$ cat src/rtl/rv_writeback.sv
// RV32I writeback controller: picks the result source, waits for and extracts load data,
// and issues a single-cycle register-file write. Optional load timeout under WB_TIMEOUT_EN.
module rv_writeback #(
    parameter int TIMEOUT_CYCLES = 16
) (
    input  logic        clk,
    input  logic        rst,
    input  logic        wb_req,
    output logic        wb_ready,
    input  logic [31:0] inst,
    input  logic [31:0] alu_result,
    input  logic [31:0] pc,
    input  logic        mem_rvalid,
    input  logic [31:0] mem_rdata,
    output logic        regwr,
    output logic [31:0] wr_inst,
    output logic [31:0] wrdata,
    output logic        wb_done,
    output logic        wb_err
);

    typedef enum logic [1:0] {IDLE, WAIT_MEM, WRITE} state_t;

    localparam logic [6:0] OP_ALU   = 7'b0110011;
    localparam logic [6:0] OP_ALUI  = 7'b0010011;
    localparam logic [6:0] OP_LUI   = 7'b0110111;
    localparam logic [6:0] OP_AUIPC = 7'b0010111;
    localparam logic [6:0] OP_JAL   = 7'b1101111;
    localparam logic [6:0] OP_JALR  = 7'b1100111;
    localparam logic [6:0] OP_LOAD  = 7'b0000011;

    state_t      state, state_nx;
    logic [31:0] inst_q;
    logic [1:0]  off_q;

    logic        enter_wr;
    logic        regwr_nx;
    logic        err_nx;
    logic [31:0] data_nx;
    logic [31:0] inst_nx;
    logic        tmo_hit;

    function automatic logic [31:0] extract(input logic [2:0] f3, input logic [1:0] off,
                                            input logic [31:0] d);
        logic [7:0]  b;
        logic [15:0] h;
        case (off)
            2'd0:    b = d[7:0];
            2'd1:    b = d[15:8];
            2'd2:    b = d[23:16];
            default: b = d[31:24];
        endcase
        h = off[1] ? d[31:16] : d[15:0];
        case (f3)
            3'b000:  return {{24{b[7]}}, b};
            3'b100:  return {24'd0, b};
            3'b001:  return {{16{h[15]}}, h};
            3'b101:  return {16'd0, h};
            default: return d;
        endcase
    endfunction

    assign wb_ready = (state == IDLE);

`ifdef WB_TIMEOUT_EN
    localparam int CW = $clog2(TIMEOUT_CYCLES + 1);
    logic [CW-1:0] tmo_cnt;

    // Held at zero outside WAIT_MEM, so it is always clear on entry.
    always_ff @(posedge clk) begin
        if (rst || state != WAIT_MEM)
            tmo_cnt <= '0;
        else if (!mem_rvalid)
            tmo_cnt <= tmo_cnt + 1'b1;
    end

    assign tmo_hit = (tmo_cnt == CW'(TIMEOUT_CYCLES - 1));
`else
    localparam int unused_timeout = TIMEOUT_CYCLES;
    assign tmo_hit = 1'b0;
`endif

    always_comb begin
        state_nx = state;
        enter_wr = 1'b0;
        regwr_nx = 1'b0;
        err_nx   = 1'b0;
        data_nx  = wrdata;
        inst_nx  = wr_inst;
        case (state)
            IDLE: begin
                if (wb_req) begin
                    inst_nx = inst;
                    case (inst[6:0])
                        OP_ALU, OP_ALUI, OP_LUI, OP_AUIPC: begin
                            state_nx = WRITE;
                            enter_wr = 1'b1;
                            regwr_nx = (inst[11:7] != 5'd0);
                            data_nx  = alu_result;
                        end
                        OP_JAL, OP_JALR: begin
                            state_nx = WRITE;
                            enter_wr = 1'b1;
                            regwr_nx = (inst[11:7] != 5'd0);
                            data_nx  = pc + 32'd4;
                        end
                        OP_LOAD: state_nx = WAIT_MEM;
                        default: begin
                            state_nx = WRITE;
                            enter_wr = 1'b1;
                        end
                    endcase
                end
            end
            WAIT_MEM: begin
                inst_nx = inst_q;
                // Data arriving on the limit cycle takes priority over the timeout.
                if (mem_rvalid) begin
                    state_nx = WRITE;
                    enter_wr = 1'b1;
                    regwr_nx = (inst_q[11:7] != 5'd0);
                    data_nx  = extract(inst_q[14:12], off_q, mem_rdata);
                end else if (tmo_hit) begin
                    state_nx = WRITE;
                    enter_wr = 1'b1;
                    err_nx   = 1'b1;
                end
            end
            WRITE:   state_nx = IDLE;
            default: state_nx = IDLE;
        endcase
    end

    always_ff @(posedge clk) begin
        if (rst) begin
            state   <= IDLE;
            inst_q  <= '0;
            off_q   <= '0;
            regwr   <= 1'b0;
            wb_done <= 1'b0;
            wb_err  <= 1'b0;
            wrdata  <= '0;
            wr_inst <= '0;
        end else begin
            state   <= state_nx;
            regwr   <= regwr_nx;
            wb_done <= enter_wr;
            wb_err  <= err_nx;
            if (state == IDLE && wb_req) begin
                inst_q <= inst;
                off_q  <= alu_result[1:0];
            end
            if (enter_wr) begin
                wrdata  <= data_nx;
                wr_inst <= inst_nx;
            end
        end
    end

endmodule

$ cat config.mk
export PLATFORM = sky130hd
export DESIGN_NAME = rv_writeback
export DESIGN_NICKNAME = d
export VERILOG_FILES = /design/src/rtl/rv_writeback.sv
export SDC_FILE = /design/constraint.sdc
export NUM_CORES = 1
export LEC_CHECK = 0
export BUFFER_PORTS_ARGS = -buffer_cell sky130_fd_sc_hd__buf_2
export CAP_MARGIN = 40
export CORE_MARGIN = 5
export CORE_UTILIZATION = 33
export CTS_CLUSTER_SIZE = 25
export DETAILED_ROUTE_END_ITERATION = 8
export RECOVER_POWER = 50
export SLEW_MARGIN = 20
export SYNTH_ARGS = -nofsm -noshare
export SYNTH_HDL_FRONTEND = slang
export SYNTH_SLANG_ARGS = --single-unit
$ cat constraint.sdc
create_clock -name clk -period 2.3 [get_ports clk]
set_clock_uncertainty 0.15 [all_clocks]
set_input_delay 0.46 -clock clk [delete_from_list [all_inputs] [get_ports clk]]
set_output_delay 0.46 -clock clk [all_outputs]
set_load 0.03 [all_outputs]
==> flow_metrics.env, run 1 <==
export IMPL_critical_path_class="flip-flop to flip-flop"
export IMPL_synth_nets=909
export IMPL_cpMaxStageDelayCell="dfxtp_1"
export IMPL_p_per_area_mw_per_mm2=616
export IMPL_dr_max_layer_used="met5"
export IMPL_crit_path_max_fanout=10
export IMPL_fin_util_pct=44.0
export IMPL_numClockSinks=102
export IMPL_fmax_ghz=0.459
export IMPL_clkSlewWorstSetupHoldPaths_ns=0.08
export IMPL_finalWirelength_mm=22.2
export IMPL_num_fill_cells=1868
export IMPL_yosysSeqAreaShare_pct=35.7
export IMPL_setup_viol_count_final=0
export IMPL_die_x_um=142
export IMPL_slew_headroom_pct=58.9
export IMPL_core_area_mm2=0.0172
export IMPL_cts_root_buf="clkbuf_16"
export IMPL_slowest_delay_ns=0.53
export IMPL_grt_pass1_vias=6170
export IMPL_switchingPower_mw=1.44
export IMPL_multi_input_area_mm2=0.00341
export IMPL_seq_power_share_pct=42.3
export IMPL_via_count=6603
export IMPL_cts_buffers=9
export IMPL_async_reset_ff_share_pct=0
export IMPL_layout_drive_gt1_share_pct=23.3
export IMPL_clockPowerShare_pct=36.7
export IMPL_ioPinCount=200
export IMPL_worst_pin_slew_ns=0.616
export IMPL_clock_latency_ns=0.36
export IMPL_die_h_um=142
export IMPL_crit_path_end_kind="flip-flop"
export IMPL_cts_tree="yes"
export IMPL_worst_ep_arrival_time_ns=2.27
export IMPL_ys_flop_type="dfxtp_1"
export IMPL_ir_drop_uv=422
export IMPL_rows=48
export IMPL_start_util_pct=33.3
export IMPL_globalplace_congestion=0.931
export IMPL_syn_area_per_cell_um2=7.37
export IMPL_wl_met3_mm=1.48
export IMPL_path_delay_family="compound AO/OA/AOI/OAI gates"
export IMPL_port_buffers=198
export IMPL_holdBufCountCts=0
export IMPL_period_needed_ns=2.18
export IMPL_syn_to_final_growth_pct=32.1
export IMPL_final_cell_count_no_fill=1220
export IMPL_dp_final_hpwl_mm=16.6
export IMPL_viasPerCell=5.41
export IMPL_drc=0
export IMPL_hold_viol=0
export IMPL_synth_edf_count=0
export IMPL_grt_overflow=0
export IMPL_yosysWarnings=0
export IMPL_synth_seq_cells=102
export IMPL_wl_per_cell_um=18.2
export IMPL_hold_class="input port to flip-flop"
export IMPL_holdWs_ns=0.194
export IMPL_fin_nets=1117
export IMPL_drv_cap=0
export IMPL_maxSlewViolCount=0
export IMPL_numPlacedInstances=1198
export IMPL_ys_types=69
export IMPL_power_leakage_nw=2.92
export IMPL_synth_cell_area_mm2=0.00572
export IMPL_start_kind="flip-flop"
export IMPL_wl_met2_mm=10.4
export IMPL_antenna_found_initial=7
export IMPL_grt_pass1_wl_mm=34.1
export IMPL_combPwrFrac_pct=21.0
export IMPL_outcome="completed"
export IMPL_required_ns=2.39
export IMPL_htreeDepth=3
export IMPL_drt_iter0_markers=354
export IMPL_power_switching_share_pct=31.0
export IMPL_antenna_left=0
export IMPL_wl_met1_mm=10.0
export IMPL_synthCells=776
export IMPL_ff_latch_area_mm2=0.00204
export IMPL_cp_num_buf_inv=1
export IMPL_cts_buffer_depth=2
export IMPL_grt_use_total_pct=21.5
export IMPL_die_area_mm2=0.0201
export IMPL_p_int_mw=3.21
export IMPL_worstPathCellList="nand2b_1, nand2_1, a21oi_1, a2111oi_0, buf_4, o32ai_1"
export IMPL_grt_start_max_net_pins=74
export IMPL_drtPass1Iterations=5
export IMPL_finalCritPeriodShare_pct=94.7
-- cells in the mapped netlist (5+ instances only) --
master | n | area share [%]
a211oi_1 | 12 | 1.6
a21oi_1 | 54 | 4.7
a311oi_1 | 31 | 4.7
a31oi_1 | 14 | 1.5
and3_1 | 5 | 0.55
and4_1 | 7 | 1.1
buf_2 | 6 | 0.53
clkbuf_1 | 52 | 3.4
dfxtp_1 | 102 | 36
inv_1 | 13 | 0.85
mux2_2 | 5 | 0.98
mux2i_1 | 5 | 0.88
nand2_1 | 181 | 12
nand3_1 | 29 | 2.5
nand4_1 | 11 | 1.2
nor2_1 | 52 | 3.4
nor3_1 | 18 | 1.6
o21a_1 | 8 | 1.1
o21ai_0 | 45 | 3.9
o221ai_1 | 7 | 1.1
o22ai_1 | 12 | 1.3
o31ai_1 | 5 | 0.66
o32ai_1 | 10 | 1.5
or3_1 | 6 | 0.66
or4_1 | 6 | 0.79
-- worst min-delay path: stages --
cell     delay [ns]
buf_2          0.11
nand2_1        0.05
a21oi_1        0.05
-- repair_timing --
action | 4_1_cts | 5_1_grt
buffers inserted | 0 | 0
setup endpoints to repair | 0 | 2
gates resized for setup | 0 | 1
-- placed cells by master, fill, tap and decap left out, types with 5 or more instances in the layout --
cell type    n
dfxtp_1    102
o32ai_1     10
o21a_1       8
nand2_1    180
buf_12       6
or3_1        6
and3_1       5
o31ai_1      5
nor3_1      18
clkbuf_1    67
a31oi_1     14
mux2i_1      5
inv_1       13
o221ai_1     7
nand4_1     11
a211oi_1    12
diode_2      6
a21oi_1     53
buf_4       54
nor2_1      51
clkbuf_16    9
nand3_1     29
o22ai_1     12
o21ai_0     46
buf_2      132
and4_1       7
or4_1        6
mux2_2       5
a311oi_1    31
-- cells by family (layout without fill, tap and decap cells) --
logic type                 Yosys count  in the layout  synth area share (%)
other                                1              7                0.0656
xor gates and xnor gates             6              6                 0.919
and+or+nand+nor                    346            346                  28.0
AOI/OAI and AO/OA                  235            235                  27.8
muxes                               11             11                  2.25
DFF                                102            102                  35.7
adders and majority gates            1              1                 0.219
buffers and inverters               74            287                  5.05
-- final cells by class --
class | count | area share, %
Antenna cell | 6 | 0.199
Clock buffer | 10 | 3.03
Clock inverter | 6 | 1.21
Inverter | 13 | 0.646
Multi-Input combinational cell | 600 | 45.2
Sequential cell | 102 | 27.0
Tap cell | 225 | 3.73
Timing Repair Buffer | 258 | 19.0
-- final timing paths --
check / start / end / slack [ns] / cells past startpoint
hold / removal: inst[31] / inst_q[31] / 0.19 / 3
setup reg to reg: off_q[0] / wrdata[4] / 0.12 / 6
hold reg to reg: inst_q[24] / inst_q[24] / 0.30 / 2
setup / recovery: off_q[0] / wrdata[4] / 0.12 / 6
-- metal layers --
metal	vias to the layer above	global-route usage, %
met5	-	0
met4	2	7.22
met3	21	3.81
met2	229	34.0
met1	3074	29.8
li1	3277	-
-- flip-flops by register name (all words and copies together), names as in the netlist --
| name | count |
|---|---|
| regwr | 1 |
| wr_inst | 32 |
| wb_done | 1 |
| off_q | 2 |
| wrdata | 32 |
| state | 2 |
| inst_q | 32 |
-- power groups by stage --
stage,Combinational [mW],Clock [mW],Sequential (mW)
finish,0.977,1.70,1.97
global route,1.06,1.81,1.98
CTS,1.00,1.75,1.97
detailed placement,0.997,0,2.01
global placement,0.994,0,2.01
floorplan,0.398,0,2.16
-- per-stage QoR --
stage	TNS, ns	setup WS (ns)	area, um^2	power (mW)
after global placement	-0.168	-0.106	7310	3.00
after global routing	-0.0345	-0.0345	7560	4.85
after floorplan	0	0.0188	5720	2.56
after CTS	0	0.115	7630	4.72
final	0	0.122	7560	4.65
after detailed placement	-0.232	-0.147	7310	3.00
(Power assumes the default switching activity.)
==> run 2, diff against run 1 <==
- CELL_PAD_IN_SITES_DETAIL_PLACEMENT: not set -> 0
- CELL_PAD_IN_SITES_GLOBAL_PLACEMENT: not set -> 2
- CORE_UTILIZATION: 33 -> 24
- PLACE_DENSITY_LB_ADDON: not set -> 0.1
==> flow_metrics.env, run 2 (synthesized netlist as in run 1, its figures left out) <==
export IMPL_maxSlewViolCount=0
export IMPL_crit_end="wrdata[11]"
export IMPL_cts_resized=0
export IMPL_die_x_um=164
export IMPL_crit_path_max_fanout=14
export IMPL_outcome="completed"
export IMPL_drv_cap=0
export IMPL_wl_met2_mm=11.2
export IMPL_drtPass1Iterations=5
export IMPL_grt_use_total_pct=18.5
export IMPL_antenna_found_initial=4
export IMPL_holdWs_ns=0.193
export IMPL_hold_viol=0
export IMPL_fmax_ghz=0.469
export IMPL_clock_latency_ns=0.36
export IMPL_core_area_mm2=0.0235
export IMPL_fin_util_pct=33.0
export IMPL_place_ws_ns=-0.0469
export IMPL_dp_final_hpwl_mm=18.9
export IMPL_mostFrequentLayoutCells="nand2_1, buf_2, dfxtp_1"
export IMPL_layout_drive_gt1_share_pct=24.3
export IMPL_clkSlewWorstSetupHoldPaths_ns=0.08
export IMPL_setup_ws_ns=0.167
export IMPL_critPathLaunch="off_q[1]"
export IMPL_ir_drop_uv=275
export IMPL_layout_commonest_cell="nand2_1"
export IMPL_syn_to_final_growth_pct=35.5
export IMPL_wl_met1_mm=12.3
export IMPL_ioPinCount=200
export IMPL_port_buffers=198
export IMPL_crit_path_end_kind="flip-flop"
export IMPL_finalCritPeriodShare_pct=92.7
export IMPL_period_needed_ns=2.13
export IMPL_holdBufCountCts=0
export IMPL_r2r_slack_ns=0.17
export IMPL_cts_root_buf="clkbuf_16"
export IMPL_cts_buffers=9
export IMPL_hp_start="inst[21]"
export IMPL_grt_start_max_net_pins=82
export IMPL_critical_path_class="flip-flop to flip-flop"
export IMPL_rows=56
export IMPL_fin_nets=1130
export IMPL_p_per_area_mw_per_mm2=587
export IMPL_cts_buffer_depth=2
export IMPL_die_h_um=164
export IMPL_drt_iter0_markers=320
export IMPL_setup_viol_count_final=0
export IMPL_top_regs="inst_q x32, wr_inst x32, wrdata x32"
export IMPL_worstReg2RegStart="off_q[1]"
export IMPL_grt_pass1_wl_mm=38.3
export IMPL_grt_overflow=0
export IMPL_grt_pass1_vias=6512
export IMPL_min_path_cells=3
export IMPL_setup_tns_ns=0
export IMPL_final_cell_count_no_fill=1322
export IMPL_start_util_pct=24.4
export IMPL_start_kind="flip-flop"
export IMPL_cts_tree="yes"
export IMPL_die_area_mm2=0.0270
export IMPL_htreeDepth=3
export IMPL_via_count=6513
export IMPL_dr_max_layer_used="met5"
export IMPL_viasPerCell=4.93
export IMPL_power_leakage_nw=2.98
export IMPL_numClockSinks=102
export IMPL_slew_headroom_pct=60.3
export IMPL_numPlacedInstances=1305
export IMPL_required_ns=2.39
export IMPL_rsz0062_at_grt="false"
export IMPL_worst_pin_slew_ns=0.595
export IMPL_wl_per_cell_um=19.2
export IMPL_wl_met3_mm=1.57
export IMPL_reg2reg_depth=7
export IMPL_finalWirelength_mm=25.4
export IMPL_globalplace_congestion=0.855
export IMPL_antenna_left=0
export IMPL_hold_class="input port to flip-flop"
export IMPL_cts_setup_buffers=0
export IMPL_drc=0
export IMPL_worst_ep_arrival_time_ns=2.22
export IMPL_rr_endpoint="wrdata[11]"
run 2: cell count changes in the layout (fill, tap and decap cells not counted), sizes merged, moves of 2 or more:
cell,before,now
buf,192,202
bufinv,2,0
clkbuf,76,78
diode,6,1
run 2: per-layer routing:
metal,track usage (%),up-vias
li1,-,3301
met1,26.3,3007
met2,28.7,173
met3,4.59,26
met4,3.52,6
met5,0,-
run 2: worst min-delay path by stage:
stage / end / slack (ns)
after CTS: inst_q[21] / 0.17
final: inst_q[21] / 0.19
after global placement: inst_q[20] / 0.29
after floorplan: inst_q[0] / 0.29
after global routing: inst_q[21] / 0.18
after detailed placement: inst_q[6] / 0.30
run 2: metrics by stage:
stage / cell area, um^2 / power (mW)
finish: 7750 / 4.55
CTS: 7840 / 4.66
global placement: 7550 / 3.05
global route: 7740 / 4.79
detailed placement: 7550 / 3.05
floorplan: 5720 / 2.56
run 2: report_power, final:
group          switching (mW)  leakage (nW)  internal [mW]
Clock                   0.814         0.142          0.764
Sequential             0.0782         0.839           1.89
Combinational           0.641          2.00          0.360
run 2: layout make-up:
cell class / instances / area (um^2)
Fill cell: 2640 / 15700
Multi-Input combinational cell: 600 / 3430
Sequential cell: 102 / 2040
Timing Repair Buffer: 271 / 1540
Tap cell: 319 / 399
Clock buffer: 9 / 225
Clock inverter: 7 / 66.3
Inverter: 13 / 48.8
Antenna cell: 1 / 2.50
run 2: critical path, cell delays in order, from the launching register on:
cell	delay (ns)
dfxtp_1	0.36
buf_4	0.23
mux4_2	0.55
a31oi_1	0.18
buf_4	0.17
nand3_1	0.11
o311ai_0	0.14
o22ai_1	0.12
==> run 3, diff against run 2 <==
- GPL_ROUTABILITY_DRIVEN: not set -> 0
- SETUP_SLACK_MARGIN: not set -> 0.3
==> flow_metrics.env, run 3 (synthesized netlist as in run 1, its figures left out) <==
export IMPL_start_util_pct=24.4
export IMPL_syn_to_final_growth_pct=39.7
export IMPL_maxSlewViolCount=0
export IMPL_outcome="completed"
export IMPL_power_leakage_nw=3.05
export IMPL_met1_usage_pct=23.9
export IMPL_grt_pass1_vias=6615
export IMPL_crit_path_end_kind="flip-flop"
export IMPL_ir_drop_uv=325
export IMPL_antenna_left=0
export IMPL_fin_nets=1139
export IMPL_die_x_um=164
export IMPL_die_h_um=164
export IMPL_hold_viol=0
export IMPL_period_needed_ns=2.03
export IMPL_combPwrFrac_pct=22.5
export IMPL_ioPinCount=200
export IMPL_cts_root_buf="clkbuf_16"
export IMPL_cts_tree="yes"
export IMPL_crit_top_cell="buf_4"
export IMPL_power_switching_share_pct=32.5
export IMPL_drtPass1Iterations=6
export IMPL_cp_depth=8
export IMPL_port_buffers=198
export IMPL_layout_drive_gt1_share_pct=26.8
export IMPL_core_area_mm2=0.0235
export IMPL_critical_path_class="flip-flop to flip-flop"
export IMPL_layout_commonest_cell="nand2_1"
export IMPL_path_delay_family="flip-flops"
export IMPL_rsz0062_at_grt="true"
export IMPL_start_kind="flip-flop"
export IMPL_grt_use_met3_pct=4.62
export IMPL_switchingPower_mw=1.50
export IMPL_worstPathCellList="nor2b_4, nand2_1, buf_4, a21oi_4, buf_4, clkbuf_16, o221ai_1, o22ai_1"
export IMPL_via_count=6629
export IMPL_numClockSinks=102
export IMPL_drv_cap=0
export IMPL_power_mw=4.63
export IMPL_wl_per_cell_um=19.6
export IMPL_grt_util_met2_pct=31.3
export IMPL_grt_start_max_net_pins=60
export IMPL_clock_latency_ns=0.35
export IMPL_place_ws_ns=-0.0489
export IMPL_reg2reg_depth=8
export IMPL_p_int_mw=3.12
export IMPL_drc=0
export IMPL_finalCritPeriodShare_pct=88.1
export IMPL_cpMaxStageDelayCell="dfxtp_1"
export IMPL_rows=56
export IMPL_mostFrequentLayoutCells="nand2_1, buf_2, dfxtp_1"
export IMPL_setup_ws_ns=0.275
export IMPL_worst_ep_arrival_time_ns=2.15
export IMPL_antenna_found_initial=5
export IMPL_crit_path_max_fanout=15
export IMPL_finalWirelength_mm=26.0
export IMPL_top_regs="inst_q x32, wr_inst x32, wrdata x32"
export IMPL_drt_iter0_markers=376
export IMPL_dp_final_hpwl_mm=19.3
export IMPL_slowest_delay_ns=0.49
export IMPL_fmax_ghz=0.494
export IMPL_grt_use_total_pct=18.5
export IMPL_setup_viol_count_final=0
export IMPL_p_per_area_mw_per_mm2=579
export IMPL_grt_pass1_wl_mm=38.6
export IMPL_clockPowerShare_pct=34.9
export IMPL_cts_buffers=9
export IMPL_r2r_slack_ns=0.27
export IMPL_holdBufCountCts=0
export IMPL_grt_overflow=0
export IMPL_clkSlewWorstSetupHoldPaths_ns=0.08
export IMPL_busiest_layer="met2"
export IMPL_seq_power_share_pct=42.6
export IMPL_hold_class="input port to flip-flop"
export IMPL_die_area_mm2=0.0270
export IMPL_required_ns=2.43
export IMPL_htreeDepth=3
export IMPL_viasPerCell=4.98
export IMPL_cp_num_buf_inv=3
export IMPL_cts_buffer_depth=2
export IMPL_num_fill_cells=2637
export IMPL_min_path_cells=3
export IMPL_setup_tns_ns=0
-- run 3: cell count changes in the layout (fill, tap and decap cells not counted), sizes merged --
| cell | delta |
|---|---|
| clkinvlp | +1 |
| inv | -2 |
| clkbuf | -2 |
| clkinv | -1 |
| buf | +10 |
| nor2 | +1 |
| bufinv | +1 |
-- run 3: per-stage QoR --
step / util (%) / std cells / hold slack [ns] / instance area (um^2)
final: 34.0 / 1330 / 0.205 / 7990
after global routing: 34.0 / 1330 / 0.196 / 7990
after CTS: 34.0 / 1326 / 0.190 / 7970
after detailed placement: 32.6 / 1311 / 0.298 / 7650
after global placement: 32.6 / 1311 / 0.294 / 7650
after floorplan: - / 776 / 0.287 / 5790
-- run 3: worst reg2reg max path: cells and delay by family (launching register included) --
kind                   cells  cell delay (ns)
AND/OR/NAND/NOR            2             0.32
buffers and inverters      3             0.50
flip-flops                 1             0.49
AO/OA/AOI/OAI              3             0.50
-- run 3: power by group through the flow --
| stage | clock network (mW) | logic [mW] | registers (mW) |
|---|---|---|---|
| 2_1_floorplan | 0 | 0.407 | 2.16 |
| 3_3_place_gp | 0 | 1.05 | 2.01 |
| 3_5_place_dp | 0 | 1.05 | 2.01 |
| 4_1_cts | 1.67 | 1.06 | 1.97 |
| 5_1_grt | 1.74 | 1.14 | 1.99 |
| 6_report | 1.61 | 1.04 | 1.97 |
-- run 3: cell type report --
class                   instances  area, um^2  area share [%]
clock buffers                   9         225            2.82
multi-input cells             601        3540            44.3
inverters                      13        48.8           0.611
flip-flops and latches        102        2050            25.6
clock inverters                 6        70.1           0.877
repair buffers                279        1660            20.7
diodes                          1        2.50          0.0313
well taps                     319         399            5.00
-- run 3: timing repair --
item,in CTS,in global routing
setup buffers,0,1
resized for setup,8,21
pin swaps,0,9
cloned,0,2
setup endpoints to repair,42,21
-- run 3: path summary, 6_finish.rpt --
| kind | start | end |
|---|---|---|
| hold / removal | inst[29] | inst_q[29] |
| setup / recovery | state[0] | wrdata[21] |
| setup reg to reg | state[0] | wrdata[21] |
| hold reg to reg | inst_q[25] | inst_q[25] |
-- run 3: layer usage --
metal,vias to the layer above,share of wire [%]
met2,202,47
met5,-,0.18
met3,34,7.0
met1,3067,44
met4,8,1.6
li1,3318,-
